===== src/rtl/mem_access_unit.sv =====
// MAR/MDR holder that runs one handshaked read or write against a variable-latency memory.
// Request visible the cycle after start; done pulses one cycle after ready or timeout; control inputs ignored while busy.
// Backpressure: mem_ready stalls the request state; the control unit stalls on busy.
module mem_access_unit #(
    parameter int DATA_W  = 32,
    parameter int ADDR_W  = 8,
    parameter int TIMEOUT = 16
) (
    input  logic              clock,
    input  logic              clear,
    input  logic [DATA_W-1:0] bus_data,
    input  logic              MAR_enable,
    input  logic              MDR_enable,
    input  logic              start_read,
    input  logic              start_write,
    output logic [DATA_W-1:0] MAR_data_out,
    output logic [DATA_W-1:0] MDR_data_out,
    output logic              busy,
    output logic              done,
    output logic              err,
    output logic [ADDR_W-1:0] mem_addr,
    output logic [DATA_W-1:0] mem_wdata,
    output logic              mem_re,
    output logic              mem_we,
    input  logic [DATA_W-1:0] mem_rdata,
    input  logic              mem_ready
);

    localparam int              CNT_W    = (TIMEOUT > 0) ? $clog2(TIMEOUT + 1) : 1;
    localparam bit              TMO_EN   = (TIMEOUT != 0);
    localparam logic [CNT_W-1:0] CNT_LAST = (TIMEOUT > 0) ? CNT_W'(TIMEOUT - 1) : '0;

    typedef enum logic [1:0] {
        S_IDLE  = 2'd0,
        S_READ  = 2'd1,
        S_WRITE = 2'd2,
        S_DONE  = 2'd3
    } state_t;

    state_t             state, state_nxt;
    logic [DATA_W-1:0]  mar, mar_nxt;
    logic [DATA_W-1:0]  mdr, mdr_nxt;
    logic [CNT_W-1:0]   cnt, cnt_nxt;
    logic               err_q, err_nxt;

    always_ff @(posedge clock or negedge clear) begin
        if (!clear) begin
            state <= S_IDLE;
        end else begin
            state <= state_nxt;
        end
    end

    always_comb begin
        state_nxt = state;
        mar_nxt   = mar;
        mdr_nxt   = mdr;
        cnt_nxt   = cnt;
        err_nxt   = err_q;
        case (state)
            S_IDLE: begin
                // Loads and start share the edge, so the transaction sees the freshly loaded registers.
                if (MAR_enable) mar_nxt = bus_data;
                if (MDR_enable) mdr_nxt = bus_data;
                if (start_read || start_write) begin
                    state_nxt = start_read ? S_READ : S_WRITE;
                    cnt_nxt   = '0;
                    err_nxt   = 1'b0;
                end
            end
            S_READ, S_WRITE: begin
                if (mem_ready) begin
                    if (state == S_READ) mdr_nxt = mem_rdata;
                    state_nxt = S_DONE;
                end else if (TMO_EN && (cnt == CNT_LAST)) begin
                    err_nxt   = 1'b1;
                    state_nxt = S_DONE;
                end else begin
                    cnt_nxt = cnt + CNT_W'(1);
                end
            end
            default: begin
                state_nxt = S_IDLE;
            end
        endcase
    end

    always_ff @(posedge clock or negedge clear) begin
        if (!clear) begin
            mar   <= '0;
            mdr   <= '0;
            cnt   <= '0;
            err_q <= 1'b0;
        end else begin
            mar   <= mar_nxt;
            mdr   <= mdr_nxt;
            cnt   <= cnt_nxt;
            err_q <= err_nxt;
        end
    end

    assign MAR_data_out = mar;
    assign MDR_data_out = mdr;
    assign busy         = (state != S_IDLE);
    assign done         = (state == S_DONE);
    assign err          = err_q;
    assign mem_addr     = mar[ADDR_W-1:0];
    assign mem_wdata    = mdr;
    assign mem_re       = (state == S_READ);
    assign mem_we       = (state == S_WRITE);

endmodule


===== config.mk =====
export PLATFORM = sky130hd
export DESIGN_NAME = mem_access_unit
export DESIGN_NICKNAME = d
export VERILOG_FILES = /design/src/rtl/mem_access_unit.sv
export SDC_FILE = /design/constraint.sdc
export NUM_CORES = 1
export LEC_CHECK = 0
export CORE_UTILIZATION = 42
export CTS_BUF_LIST = sky130_fd_sc_hd__clkbuf_2
export CTS_CLUSTER_SIZE = 8
export DETAILED_ROUTE_END_ITERATION = 16
export PLACE_DENSITY = 0.92
export SYNTH_ARGS = -nofsm -noshare
export SYNTH_HDL_FRONTEND = slang
export SYNTH_SLANG_ARGS = --single-unit

===== constraint.sdc =====
create_clock -name clock -period 2.7 [get_ports clock]
set_clock_uncertainty 0.15 [all_clocks]
set_input_delay 0.675 -clock clock [delete_from_list [all_inputs] [get_ports clock]]
set_output_delay 0.675 -clock clock [all_outputs]
set_load 0.03 [all_outputs]

==> results of run 1 <==
## metrics by stage
step / hold slack (ns) / cell area (sq um) / util [%] / instances / setup slack (ns)
floorplan: 0.229 / 3670 / - / 275 / 0.451
global placement: 0.330 / 5290 / 63.4 / 511 / 0.248
CTS: 0.106 / 5390 / 64.7 / 527 / 0.0354
finish: 0.135 / 5400 / 64.7 / 527 / 0.123
global route: 0.135 / 5400 / 64.7 / 527 / 0.0256
detailed placement: 0.330 / 5290 / 63.4 / 511 / 0.174
## cell families (layout without fill, tap and decap cells)
family / after synthesis / after routing / synth area share, %
adder cells (fa/ha/maj): 7 / 7 / 2.39
flip-flops: 72 / 72 / 49.1
multiplexers: 97 / 97 / 29.7
buffers and inverters: 58 / 205 / 11.0
AND/OR/NAND/NOR: 25 / 25 / 4.50
AO/OA/AOI/OAI: 16 / 16 / 3.27
## routing by layer
layer  part of all wire, %  routed length (microns)  vias up  global-route usage, %
li1                      -                        -     1223                      -
met1                    37                     3320     1312                   21.2
met2                    54                     4800      117                   36.8
met3                   7.6                      681       15                   6.14
met4                   1.7                      148        0                   7.71
met5                     0                        0        -                      0
## worst max-delay path, stage by stage (launching register included)
cell,delay (ns)
dfrtp_2,0.49
inv_1,0.10
ha_2,0.27
inv_1,0.06
dlygate4sd2_1,0.35
## registers in the layout, summed over array words and instances, names as in the netlist
| signal | flops |
|---|---|
| MAR_data_out | 32 |
| cnt | 5 |
| state | 2 |
| err | 1 |
| MDR_data_out | 32 |
## area by class of cell
cell class	instances	share of cell area (%)
Clock buffer	10	0.928
Clock inverter	6	1.11
Inverter	5	0.348
Multi-Input combinational cell	145	27.3
Sequential cell	72	33.4
Tap cell	105	2.44
Timing Repair Buffer	184	34.5
## how the worst max path moves through the flow
| stage | depth (start not counted) | slack (ns) | to |
|---|---|---|---|
| floorplan | 7 | 0.45 | cnt[3]$_DFFE_PN0P_ |
| global placement | 4 | 0.25 | cnt[3]$_DFFE_PN0P_ |
| detailed placement | 4 | 0.17 | cnt[3]$_DFFE_PN0P_ |
| CTS | 4 | 0.04 | busy |
| global route | 4 | 0.03 | busy |
| finish | 4 | 0.12 | busy |
## power groups by stage
| stage | Sequential [mW] | Clock, mW | Combinational, mW |
|---|---|---|---|
| floorplan | 2.94 | 0 | 2.87 |
| global placement | 1.99 | 0 | 5.56 |
| detailed placement | 2.03 | 0 | 5.65 |
| CTS | 2.01 | 0.617 | 5.65 |
| global route | 2.08 | 0.657 | 5.87 |
| finish | 2.01 | 0.594 | 5.60 |
## layout by cell type, fill, tap and decap left out, types with 2 or more instances in the layout
| cell | netlist | final |
|---|---|---|
| clkdlybuf4s50_1 | 0 | 174 |
| mux2_2 | 91 | 91 |
| dfrtp_1 | 72 | 71 |
| clkbuf_2 | 1 | 10 |
| ha_1 | 7 | 6 |
| inv_1 | 5 | 5 |
| nand2_1 | 5 | 5 |
| mux2_1 | 5 | 5 |
| nor3b_1 | 4 | 4 |
| o21ai_0 | 4 | 4 |
| dlygate4sd2_1 | 0 | 4 |
| nand3_1 | 3 | 3 |
| buf_4 | 40 | 3 |
| buf_12 | 0 | 3 |
| o221ai_1 | 2 | 2 |
| a21oi_1 | 2 | 2 |
| clkinv_2 | 0 | 2 |
## repair_timing
action / in CTS / in global routing
gates cloned: 0 / 0
hold buffers: 0 / 0
setup endpoints to repair: 4 / 1
gates resized for setup: 4 / 1
endpoints found under the hold margin: 0 / 0
==> results.md, run 1 <==
* Post-Route WL at 8.94 mm
* Distinct cells, synth at 37
* Initial core utilization at 44.0%
* Worst Setup SP: state[0]$_DFFE_PN0P_
* Avg WL per Cell at 17.0 microns
* Worst EP arrival at 1.75 ns
* Final Slew Violations at 0
* Register area share after synthesis at 49.1%
* Die width at 95.5 microns
* Total negative setup slack at 0 ns
* Most frequent cell after synthesis: mux2_2
* Fmax achieved at 0.388 GHz
* Number of synthesized flops with an enable pin at 0
* Setup Buffers After CTS at 0
* Clock buffer depth at 2
* Unrepaired setup endpoints after global routing: false
* Top-area cell type share of the netlist area at 49.1%
* Worst Setup Start Kind: register
* Least-Margin Pin Slew at 0.906 ns
* Fraction of layout cells with a size suffix above 1 at 28.0%
* P&R area growth vs syn at 47.1%
* Residual DRC at 0
* Design Power at 8.19 mW
* Worst path required time at 1.88 ns
* Switch share at 45.4%
* Net count, final at 495
* Max-cap check violation count at 0
* Post-synth top cells: 91 x mux2_2, 72 x dfrtp_1, 40 x buf_4
* Tcrit/Tclk final at 95.4%
* Final setup viols at 0
* Worst-Skew Late Latency at 0.48 ns
* Grt ovf at 0
* Largest net degree at the start of global routing at 73
* Fin crit period at 2.58 ns
* Synth area leader: dfrtp_1
* Die Y at 95.5 microns
* Post-synth ARST share at 100%
* Cell area power density at 1520 mW/mm^2
* Root Buffer: clkbuf_2
* Ys Warns at 0
* Internal Pwr Total at 4.47 mW
* Detailed Routing Iterations Pass 1 at 4
* Syn avg cell area at 13.3 sq um
* Switching power at 3.72 mW
* Vias at 2667
* Status: completed
* Sink Count at 72
* Row count at 33
* Main area contributors after synthesis: dfrtp_1 49%, mux2_2 28%, buf_4 8.2%
* Logic pwr share at 68.3%
* Post-route ant nets at 0
* Filler cell count at 673
* Ant diodes at 0
* Worst r2r dst: cnt[3]$_DFFE_PN0P_
* First-pass GRT wire length at 13.8 mm
* Synth Register Bits at 72
* Hold Vio Cnt, Final at 0
* Part of the power in registers at 24.5%
* Worst reg-to-reg path cell count at 6
* Post-DR vias/cell at 5.06
* Max-slew headroom at 39.6%
* Synth Instances at 275
* Synthesized net count at 353
* Die area at 0.00911 sq mm
* Core area at 0.00834 sq mm
* CTS Buf Count at 9
* Routability cong. at 0.866
* Register clock-pin slew on the reported worst setup and hold paths at 0.19 ns
* GRT Overall Usage at 20.0%
* Max VDD drop at 915 uV
* # port buffers at 179
* Initial antenna violation count at 0
* TritonCTS clock tree: yes
* Number of I/O pins at 180
* Detailed Place HPWL at 6.60 mm
* Synth Cell Area at 0.00367 sq mm
* Crit path kind: reg2out
* H-tree depth at 3
* DR iter-0 viols at 39
* Power share of the clock group at 7.2%
* Most used flip-flop cell after synthesis: dfrtp_1
* HP Class: in2async
* RR Startpoint: cnt[0]$_DFFE_PN0P_
* Multi-input gate area at 0.00147 sq mm
* Setup slack, reg-to-reg at 0.29 ns
* Register area at 0.00180 sq mm
* Vias in the first global route at 2785
* Lkg Pwr at 2.21 nW
* Critical Path Sink Type: output pin
* Crit-path max FO at 8
No activity file was read; power rests on OpenSTA's default activity.
==> run 2, diff against run 1 <==
PLACE_DENSITY = 0.83   (was 0.92)
==> run 2 against run 1 <==
Sequential share of layout area shrank 0.34 points. First-iteration DRC count grew 51%. Die area is the same.
==> results.md, run 2 (synthesized netlist as in run 1, its figures left out) <==
* Max VDD drop at 901 uV
* Routability cong. at 0.846
* DR WL met3 at 752 microns
* Die width at 95.5 microns
* Worst path required time at 1.88 ns
* Number of I/O pins at 180
* Worst-Skew Late Latency at 0.48 ns
* Initial core utilization at 44.0%
* Fraction of layout cells with a size suffix above 1 at 27.7%
* Hold depth at 1
* Worst EP arrival at 1.76 ns
* Vias at 2663
* Final WS setup at 0.112 ns
* CTS Buf Count at 9
* Root Buffer: clkbuf_2
* Largest net degree at the start of global routing at 44
* Grt ovf at 0
* Final hold slack at 0.376 ns
* Setup Buffers After CTS at 0
* First-pass GRT wire length at 13.4 mm
* H-tree depth at 3
* Pre-CTS setup slack at 0.217 ns
* Hold Vio Cnt, Final at 0
* Post-DR vias/cell at 5.04
* RR Startpoint: cnt[0]$_DFFE_PN0P_
* Sink Count at 72
* Post-Route WL at 8.78 mm
* Commonest non-fill, non-tap cell in the layout: clkdlybuf4s50_1
* Detailed Routing Iterations Pass 1 at 4
* # port buffers at 179
* Net count, final at 496
* Residual DRC at 0
* Max-cap check violation count at 0
* Die area at 0.00911 sq mm
* P&R area growth vs syn at 48.6%
* Slowest CP cell: dfrtp_2
* DP Area at 0.00529 sq mm
* Register clock-pin slew on the reported worst setup and hold paths at 0.20 ns
* DR iter-0 viols at 59
* Row count at 33
* Final Instance Area at 0.00545 sq mm
* M1 WL at 3.40 mm
* Avg WL per Cell at 16.6 microns
* Tcrit/Tclk final at 95.8%
* TritonCTS clock tree: yes
* Vias in the first global route at 2800
* Hold wc startpoint: err$_DFFE_PN0P_
* Ant diodes at 0
* Core area at 0.00834 sq mm
* Post-route ant nets at 0
* Crit path kind: reg2out
* CP cell instances: inv_1 > ha_2 > inv_1 > dlygate4sd2_1
* Setup slack, reg-to-reg at 0.33 ns
* Worst r2r dst: cnt[3]$_DFFE_PN0P_
* Die Y at 95.5 microns
* Worst reg-to-reg path cell count at 6
* Cell area power density at 1520 mW/mm^2
* Slowest stage delay, CP at 0.49 ns
* Most frequent cells in the layout: 174 x clkdlybuf4s50_1, 91 x mux2_2, 71 x dfrtp_1, 9 x clkbuf_2, 6 x ha_1
* HP Class: reg2reg
* Lkg Pwr at 2.24 nW
* Crit-path max FO at 8
* Detailed Place HPWL at 6.45 mm
* Max-slew headroom at 72.3%
* Final setup viols at 0
* Final Slew Violations at 0
* CP bufs+invs at 3
* Least-Margin Pin Slew at 0.414 ns
* Unrepaired setup endpoints after global routing: true
* Worst Setup Start Kind: register
* CP top delay family: buffers and inverters
* Fin crit period at 2.59 ns
* Cell mode on critical path: inv_1
* Uppermost routed layer: met4
* Critical Path Sink Type: output pin
* Metal2 WL at 4.46 mm
* Initial antenna violation count at 0
* GRT Overall Usage at 19.6%
* Status: completed
* Fmax achieved at 0.386 GHz
* WHS Endpoint: err$_DFFE_PN0P_
* Clock buffer depth at 2
[run 2: cell types whose count changed in the layout (fill, tap and decap cells not counted)]
cell and delta:
clkinv_1 +1, bufinv_16 +2, clkbuf_2 -1, clkinv_2 -1, clkinv_4 -1, dlygate4sd3_1 +1
[run 2: how the worst max path moves through the flow]
| stage | startpoint | end | cells past startpoint |
|---|---|---|---|
| 5_1_grt | state[0]$_DFFE_PN0P_ | busy | 4 |
| 3_3_place_gp | mem_ready | cnt[3]$_DFFE_PN0P_ | 4 |
| 6_report | state[0]$_DFFE_PN0P_ | busy | 4 |
| 2_1_floorplan | cnt[0]$_DFFE_PN0P_ | cnt[3]$_DFFE_PN0P_ | 7 |
| 3_5_place_dp | mem_ready | cnt[3]$_DFFE_PN0P_ | 4 |
| 4_1_cts | state[0]$_DFFE_PN0P_ | busy | 4 |
[run 2: layer usage]
| metal | GRT usage, % | up-vias |
|---|---|---|
| met1 | 21.9 | 1303 |
| met4 | 5.97 | 0 |
| met5 | 0 | - |
| met2 | 34.9 | 123 |
| met3 | 6.94 | 14 |
| li1 | - | 1223 |
[run 2: metrics by stage]
step,setup TNS [ns],utilization [%],power [mW],instances
6_report,0,65.3,8.29,528
5_1_grt,-0.0180,65.3,8.73,528
4_1_cts,0,65.3,8.38,528
3_5_place_dp,0,63.4,7.61,511
3_3_place_gp,0,63.4,7.49,511
2_1_floorplan,0,-,5.81,275
[run 2: repair_timing]
item                                    in CTS  in global routing
hold endpoints to repair                    29                  0
endpoints found under the setup margin       4                  1
cloned                                       0                  0
gates resized for setup                      4                  1
hold buffers                                 1                  0
[run 2: area by class of cell]
type | instances | area [sq um]
Timing Repair Buffer | 185 | 1870
Clock buffer | 9 | 45.0
Sequential cell | 72 | 1800
Multi-Input combinational cell | 145 | 1470
Tap cell | 105 | 131
Fill cell | 637 | 2890
Clock inverter | 7 | 110
Inverter | 5 | 18.8
[run 2: worst reg2reg max path, delay by kind of cell, from the launching register on]
kind / cells / cell delay, ns
flops: 1 / 0.46
simple gates: 3 / 1.03
fa+ha+maj: 2 / 0.45
compound gates: 1 / 0.21
[run 2: power by group]
group	leakage (nW)	switching, mW	internal [mW]
registers	0.858	0.381	1.62
clock network	0.0870	0.379	0.392
logic	1.29	2.93	2.59
total	2.24	3.69	4.60
==> run 3, diff against run 2 <==
TNS_END_PERCENT = 1   (was default)
==> results of run 3 <==
No change in the layout: final DEF, timing and power equal those of run 2.
